<file path="config.mk">
export PLATFORM = sky130hd
export DESIGN_NAME = rob_recovery_ctrl
export DESIGN_NICKNAME = d
export VERILOG_FILES = /design/src/rtl/rob_recovery_ctrl.sv
export SDC_FILE = /design/constraint.sdc
export NUM_CORES = 1
export LEC_CHECK = 0
export CAP_MARGIN = 20
export CORE_MARGIN = 2
export CORE_UTILIZATION = 38
export DETAILED_ROUTE_END_ITERATION = 8
export DONT_BUFFER_PORTS = 1
export GPL_TIMING_DRIVEN = 0
export PLACE_DENSITY = 0.53
export SKIP_CTS_REPAIR_TIMING = 1
export SYNTH_ARGS = -nofsm -noshare
export SYNTH_HDL_FRONTEND = slang
export SYNTH_SLANG_ARGS = --single-unit
</file>
<file path="constraint.sdc">
create_clock -name clock -period 4.1 [get_ports clock]
set_input_delay 1.025 -clock clock [delete_from_list [all_inputs] [get_ports clock]]
set_output_delay 1.025 -clock clock [all_outputs]
set_load 0.01 [all_outputs]
</file>
<file path="src/rtl/rob_recovery_ctrl.sv">
// Branch-recovery sequencer for the 2-wide ROB: drives the ROB execution state, stalls dispatch and redirects fetch.
// Optional build macro ROB_RECOV_PERF_EN adds recovery/stall performance counters.
module rob_recovery_ctrl #(
  parameter int ROB_SIZE = 32,
  parameter int XLEN     = 32
) (
  input  logic                      clock,
  input  logic                      reset,
  input  logic                      cdb_mispredict,
  input  logic [XLEN-1:0]           cdb_target,
  input  logic                      retire_mispredict,
  input  logic [XLEN-1:0]           retire_target,
  input  logic [2:0]                rewind_en,
  input  logic                      done_rewinding,
  output logic [1:0]                state,
  output logic                      dispatch_stall,
  output logic                      fetch_redirect,
  output logic [XLEN-1:0]           redirect_pc,
  output logic [$clog2(ROB_SIZE):0] rewind_count,
  output logic                      busy
`ifdef ROB_RECOV_PERF_EN
  ,
  output logic [31:0]               perf_recoveries,
  output logic [31:0]               perf_stall_cycles
`endif
);

  localparam int CW = $clog2(ROB_SIZE) + 1;
  localparam logic [CW-1:0] COUNT_MAX = CW'(ROB_SIZE);

  typedef enum logic [1:0] {IDLE, PARTIAL, FLUSH, REDIRECT} fsm_t;

  fsm_t            fsm_reg, fsm_next;
  logic [XLEN-1:0] target_reg, target_next;
  logic [CW-1:0]   count_reg, count_next;
  logic [1:0]      rewind_pop;
  logic [CW:0]     count_sum;
  logic [CW-1:0]   count_sat;

  // Illegal rewind_en codes still count per set bit.
  assign rewind_pop = {1'b0, rewind_en[0]} + {1'b0, rewind_en[1]} + {1'b0, rewind_en[2]};
  assign count_sum  = {1'b0, count_reg} + {{(CW-1){1'b0}}, rewind_pop};
  assign count_sat  = (count_sum > {1'b0, COUNT_MAX}) ? COUNT_MAX : count_sum[CW-1:0];

  always_ff @(posedge clock) begin
    if (reset) begin
      fsm_reg    <= IDLE;
      target_reg <= '0;
      count_reg  <= '0;
    end else begin
      fsm_reg    <= fsm_next;
      target_reg <= target_next;
      count_reg  <= count_next;
    end
  end

  always_comb begin
    fsm_next    = fsm_reg;
    target_next = target_reg;
    count_next  = count_reg;
    case (fsm_reg)
      IDLE: begin
        // A retiring mispredict is the oldest one, so it beats the CDB.
        if (retire_mispredict) begin
          fsm_next    = FLUSH;
          target_next = retire_target;
          count_next  = '0;
        end else if (cdb_mispredict) begin
          fsm_next    = PARTIAL;
          target_next = cdb_target;
          count_next  = '0;
        end
      end
      PARTIAL: begin
        count_next = count_sat;
        if (retire_mispredict) begin
          fsm_next    = FLUSH;
          target_next = retire_target;
        end else if (rewind_en == 3'b000 || done_rewinding) begin
          fsm_next = REDIRECT;
        end
      end
      FLUSH: begin
        count_next = count_sat;
        if (done_rewinding) fsm_next = REDIRECT;
      end
      REDIRECT: fsm_next = IDLE;
      default:  fsm_next = IDLE;
    endcase
  end

  always_comb begin
    case (fsm_reg)
      PARTIAL: state = 2'd1;
      FLUSH:   state = 2'd2;
      default: state = 2'd0;
    endcase
    dispatch_stall = (fsm_reg != IDLE);
    busy           = (fsm_reg != IDLE);
    fetch_redirect = (fsm_reg == REDIRECT);
    redirect_pc    = target_reg;
    rewind_count   = count_reg;
  end

`ifdef ROB_RECOV_PERF_EN
  logic [31:0] recov_reg, stall_reg;

  // Only IDLE exits count, so a PARTIAL->FLUSH escalation is one recovery.
  always_ff @(posedge clock) begin
    if (reset) begin
      recov_reg <= '0;
      stall_reg <= '0;
    end else begin
      if (fsm_reg == IDLE && fsm_next != IDLE) recov_reg <= recov_reg + 32'd1;
      if (fsm_reg != IDLE) stall_reg <= stall_reg + 32'd1;
    end
  end

  assign perf_recoveries   = recov_reg;
  assign perf_stall_cycles = stall_reg;
`endif

`ifdef SIM
  always_ff @(posedge clock)
    if (!reset) assert (rewind_en inside {3'b000, 3'b001, 3'b011, 3'b111});
`endif

endmodule
</file>
==> summary.txt <==
Layout
  – Max reg flops: 32
  – Ratio of cells with drive above 1 in the final layout: 0.0830
  – Area growth syn-to-layout: 9.77%
  – Final net count: ~360
  – Post-route design area: between 2000 and 2500 sq um
  – Fin cells: around 350
  – Diodes inserted: 0

Logic synthesis
  – Post-Synth XOR/XNOR Area: 0.00405
  – Synth Register Bits: 40
  – Count of cell types in the netlist: 38
  – Post-synthesis mux area share: 0.00521
  – Net Count, Synth: 352
  – Compound-Gate Fraction of Synth Area: 0.305
  – Combinational family with the most area after synthesis: compound AO/OA/AOI/OAI gates
  – Mapped Avg Cell Area: just over 8 sq um
  – Synth Cell Area: roughly 2200 sq um
  – Sequential area share after synthesis: 0.370
  – Simple-gate share of the synthesized area: 0.179
  – Mapped Cells: 269
  – Yosys Warn Count: 0
  – Post-Synth Adder-Cell Area: 0.0706

CTS
  – H-tree depth: 2
  – Cts bufs inserted: 5
  – TritonCTS clock tree: built
  – Clock transition at path regs: 0.09 ns
  – CTS Sinks: 40
  – Root buffer cell: clkbuf_8
  – Clock Latency Late Sink: ~0.30 ns
  – CTS Buffer Depth: 2

Routing
  – DRC Markers: 0
  – Initial DRC count: 85
  – DR vias/cell: approximately 5.7
  – DR pass1 iterations: 4
  – Routed Antenna Nets: 0
  – Vias: between 2000 and 2500
  – WL/cell: about 17 microns
  – Final WL: around 6100 microns

Timing
  – Final period utilization: 0.738
  – Relative slew slack: 0.642
  – Max Freq: 331 MHz
  – Worst-margin pin slew: ~0.54 ns
  – Clock Skew: approximately 0.0057 ns
  – RSZ-0062 raised after global routing: false
  – Hold_ws: between 0.5 and 0.6 ns
  – Final Hold Viols: 0
  – Endpoints failing setup: 0
  – Slew Limit Fails: 0
  – Setup TNS: 0 ns
  – Min Clock Period, post-route: between 3 and 4 ns

Hold path
  – Hold crit path type: flop to flop

Pwr
  – Peak VDD IR: ~0.26 mV
  – Int Power: 905 uW
  – Power per cell area: about 650 nW/um^2
  – Net Sw Frac: 0.413
  – Leakage power: about 0.86 nW
  – Overall Power: about 1.5 mW
  – Comb power frac: 0.360
  – Sequential share of power: 0.411
  – Clock network fraction of total power: 0.229
  – Sw Pwr: ~640 uW

GRT
  – Total gr overflow: 0
  – Initial antenna violation count: 0
  – Vias in the first global route: 1913
  – Global Route Usage Sum: 0.188
  – Largest net degree at the start of global routing: 14
  – First-pass GRT wire length: ~9400 microns

Floorplanning
  – Initial Util: 0.393
  – Rows: 27
  – Core ar.: 5510 sq um
  – # IOs: roughly 120
  – Die height: 79.5 microns
  – Die footprint: ~6300 sq um
  – Die width: around 80 microns

Place
  – RD Place Congestion: ~0.84
  – Post-placement cell area: approximately 2300 sq um
  – Port Buffers: 0
  – Detailed Place HPWL: between 4000 and 5000 microns
  – Placed insts: between 300 and 400

Critical path
  – Setup crit end kind: flop
  – Critical path startpoint category: primary input
  – Crit path max-delay family: adder cells
  – Worst EP required: approximately 4.3 ns
  – Max FO, Critical Path: 5
  – Worst path cell trace: fa_1 > ha_1 > fa_1 > nand3_1 > a32oi_1 > or4_4 > a311oi_1
  – CP bufs+invs: 0
  – Worst path slowest cell: fa_1
  – CP dominant cell by count: fa_1
  – Critical Path Max Stage Delay: 0.49 ns
  – Arr. time, crit path: roughly 3.2 ns
  – CP Class: primary input to flop

Run
  – Max-cap violations: 0

Run status
  – Status: completed
==> synth_stat cells (all sizes together) <==
master / number / share of area
nand2b: 3 / 0.0087
nand2: 36 / 0.062
fa: 2 / 0.019
buf: 7 / 0.021
a221oi: 1 / 0.0040
nand4: 1 / 0.0029
a31o: 1 / 0.0040
a21o: 1 / 0.0040
a311oi: 35 / 0.14
nor3b: 1 / 0.0035
dfxtp: 40 / 0.37
nor2: 36 / 0.062
a211oi: 4 / 0.014
inv: 10 / 0.017
and2: 2 / 0.0058
a21boi: 1 / 0.0035
nand3: 3 / 0.0069
a32oi: 1 / 0.0040
or3b: 1 / 0.0040
a31oi: 1 / 0.0029
and3: 1 / 0.0052
mux2: 1 / 0.0052
nor2b: 2 / 0.0058
o21ai: 37 / 0.087
nor3: 1 / 0.0023
clkbuf: 16 / 0.028
o221ai: 3 / 0.012
a2111oi: 1 / 0.0069
ha: 9 / 0.052
xnor2: 1 / 0.0040
or4: 1 / 0.0052
and2b: 1 / 0.0035
a21oi: 8 / 0.020
==> metrics by stage <==
| step | util | setup slack [ns] |
|---|---|---|
| after global routing | 0.431 | 0.978 |
| after global placement | 0.409 | 0.760 |
| after detailed placement | 0.409 | 0.765 |
| final | 0.431 | 1.08 |
| after CTS | 0.431 | 1.08 |
| after floorplan | - | 0.942 |
==> final cells by class <==
cell class	count	area [sq um]
flip-flops and latches	40	801
well taps	72	90.1
plain buffers	23	106
multi-input cells	196	1220
inverters	10	37.5
clock buffers	6	82.6
clock inverters	2	38.8
fillers	581	3130
==> power by group through the flow <==
stage | Sequential [mW] | Combinational (mW) | Clock, mW
2_1_floorplan | 0.618 | 0.443 | 0
3_5_place_dp | 0.645 | 0.559 | 0
5_1_grt | 0.648 | 0.631 | 0.377
4_1_cts | 0.637 | 0.560 | 0.363
6_report | 0.634 | 0.554 | 0.353
3_3_place_gp | 0.645 | 0.554 | 0
==> final timing paths <==
path	startpoint	end	slack [ns]	depth (start not counted)
min	redirect_pc[26]$_SDFFE_PP0P_	redirect_pc[26]$_SDFFE_PP0P_	0.55	2
max reg2reg	rewind_count[0]$_SDFFE_PP0P_	rewind_count[1]$_SDFFE_PP0P_	1.38	7
min reg2reg	redirect_pc[26]$_SDFFE_PP0P_	redirect_pc[26]$_SDFFE_PP0P_	0.55	2
max	rewind_en[0]	rewind_count[1]$_SDFFE_PP0P_	1.08	7
==> cells by family after synthesis <==
logic type	count (synthesis)
AO/OA/AOI/OAI	94
AND/OR/NAND/NOR	89
flip-flops	40
buffers and inverters	33
adder cells (fa/ha/maj)	11
XOR/XNOR	1
multiplexers	1
==> per-layer routing <==
metal	share of wire	vias to the layer above	wire (microns)	GRT usage
met5	0	-	0	0
met1	0.42	932	2530	0.246
met3	0.10	2	620	0.0747
li1	-	988	-	-
met2	0.48	79	2880	0.284
met4	0.0048	0	29	0.0586
==> cells in the final DEF (no fill, tap or decap), types with 2 or more instances in the layout <==
| master | synthesis | final |
|---|---|---|
| clkbuf_1 | 16 | 16 |
| nor2_1 | 36 | 36 |
| and2_1 | 2 | 2 |
| nand2_1 | 36 | 36 |
| o221ai_1 | 3 | 3 |
| nand3_1 | 3 | 3 |
| o21ai_0 | 35 | 35 |
| dfxtp_1 | 40 | 40 |
| fa_1 | 2 | 2 |
| ha_1 | 9 | 9 |
| inv_1 | 10 | 10 |
| a21oi_1 | 7 | 7 |
| nand2b_1 | 3 | 3 |
| buf_2 | 4 | 4 |
| clkbuf_8 | 0 | 6 |
| buf_4 | 2 | 2 |
| a211oi_1 | 4 | 4 |
| a311oi_1 | 35 | 35 |
| nor2b_1 | 2 | 2 |
==> tightest hold or removal path: cells and delay by family (launching register included) <==
family           cells  cell delay, ns
flip-flops           1            0.35
AND/OR/NAND/NOR      1            0.11
AO/OA/AOI/OAI        1            0.05
No activity file was read; power rests on OpenSTA's default activity.
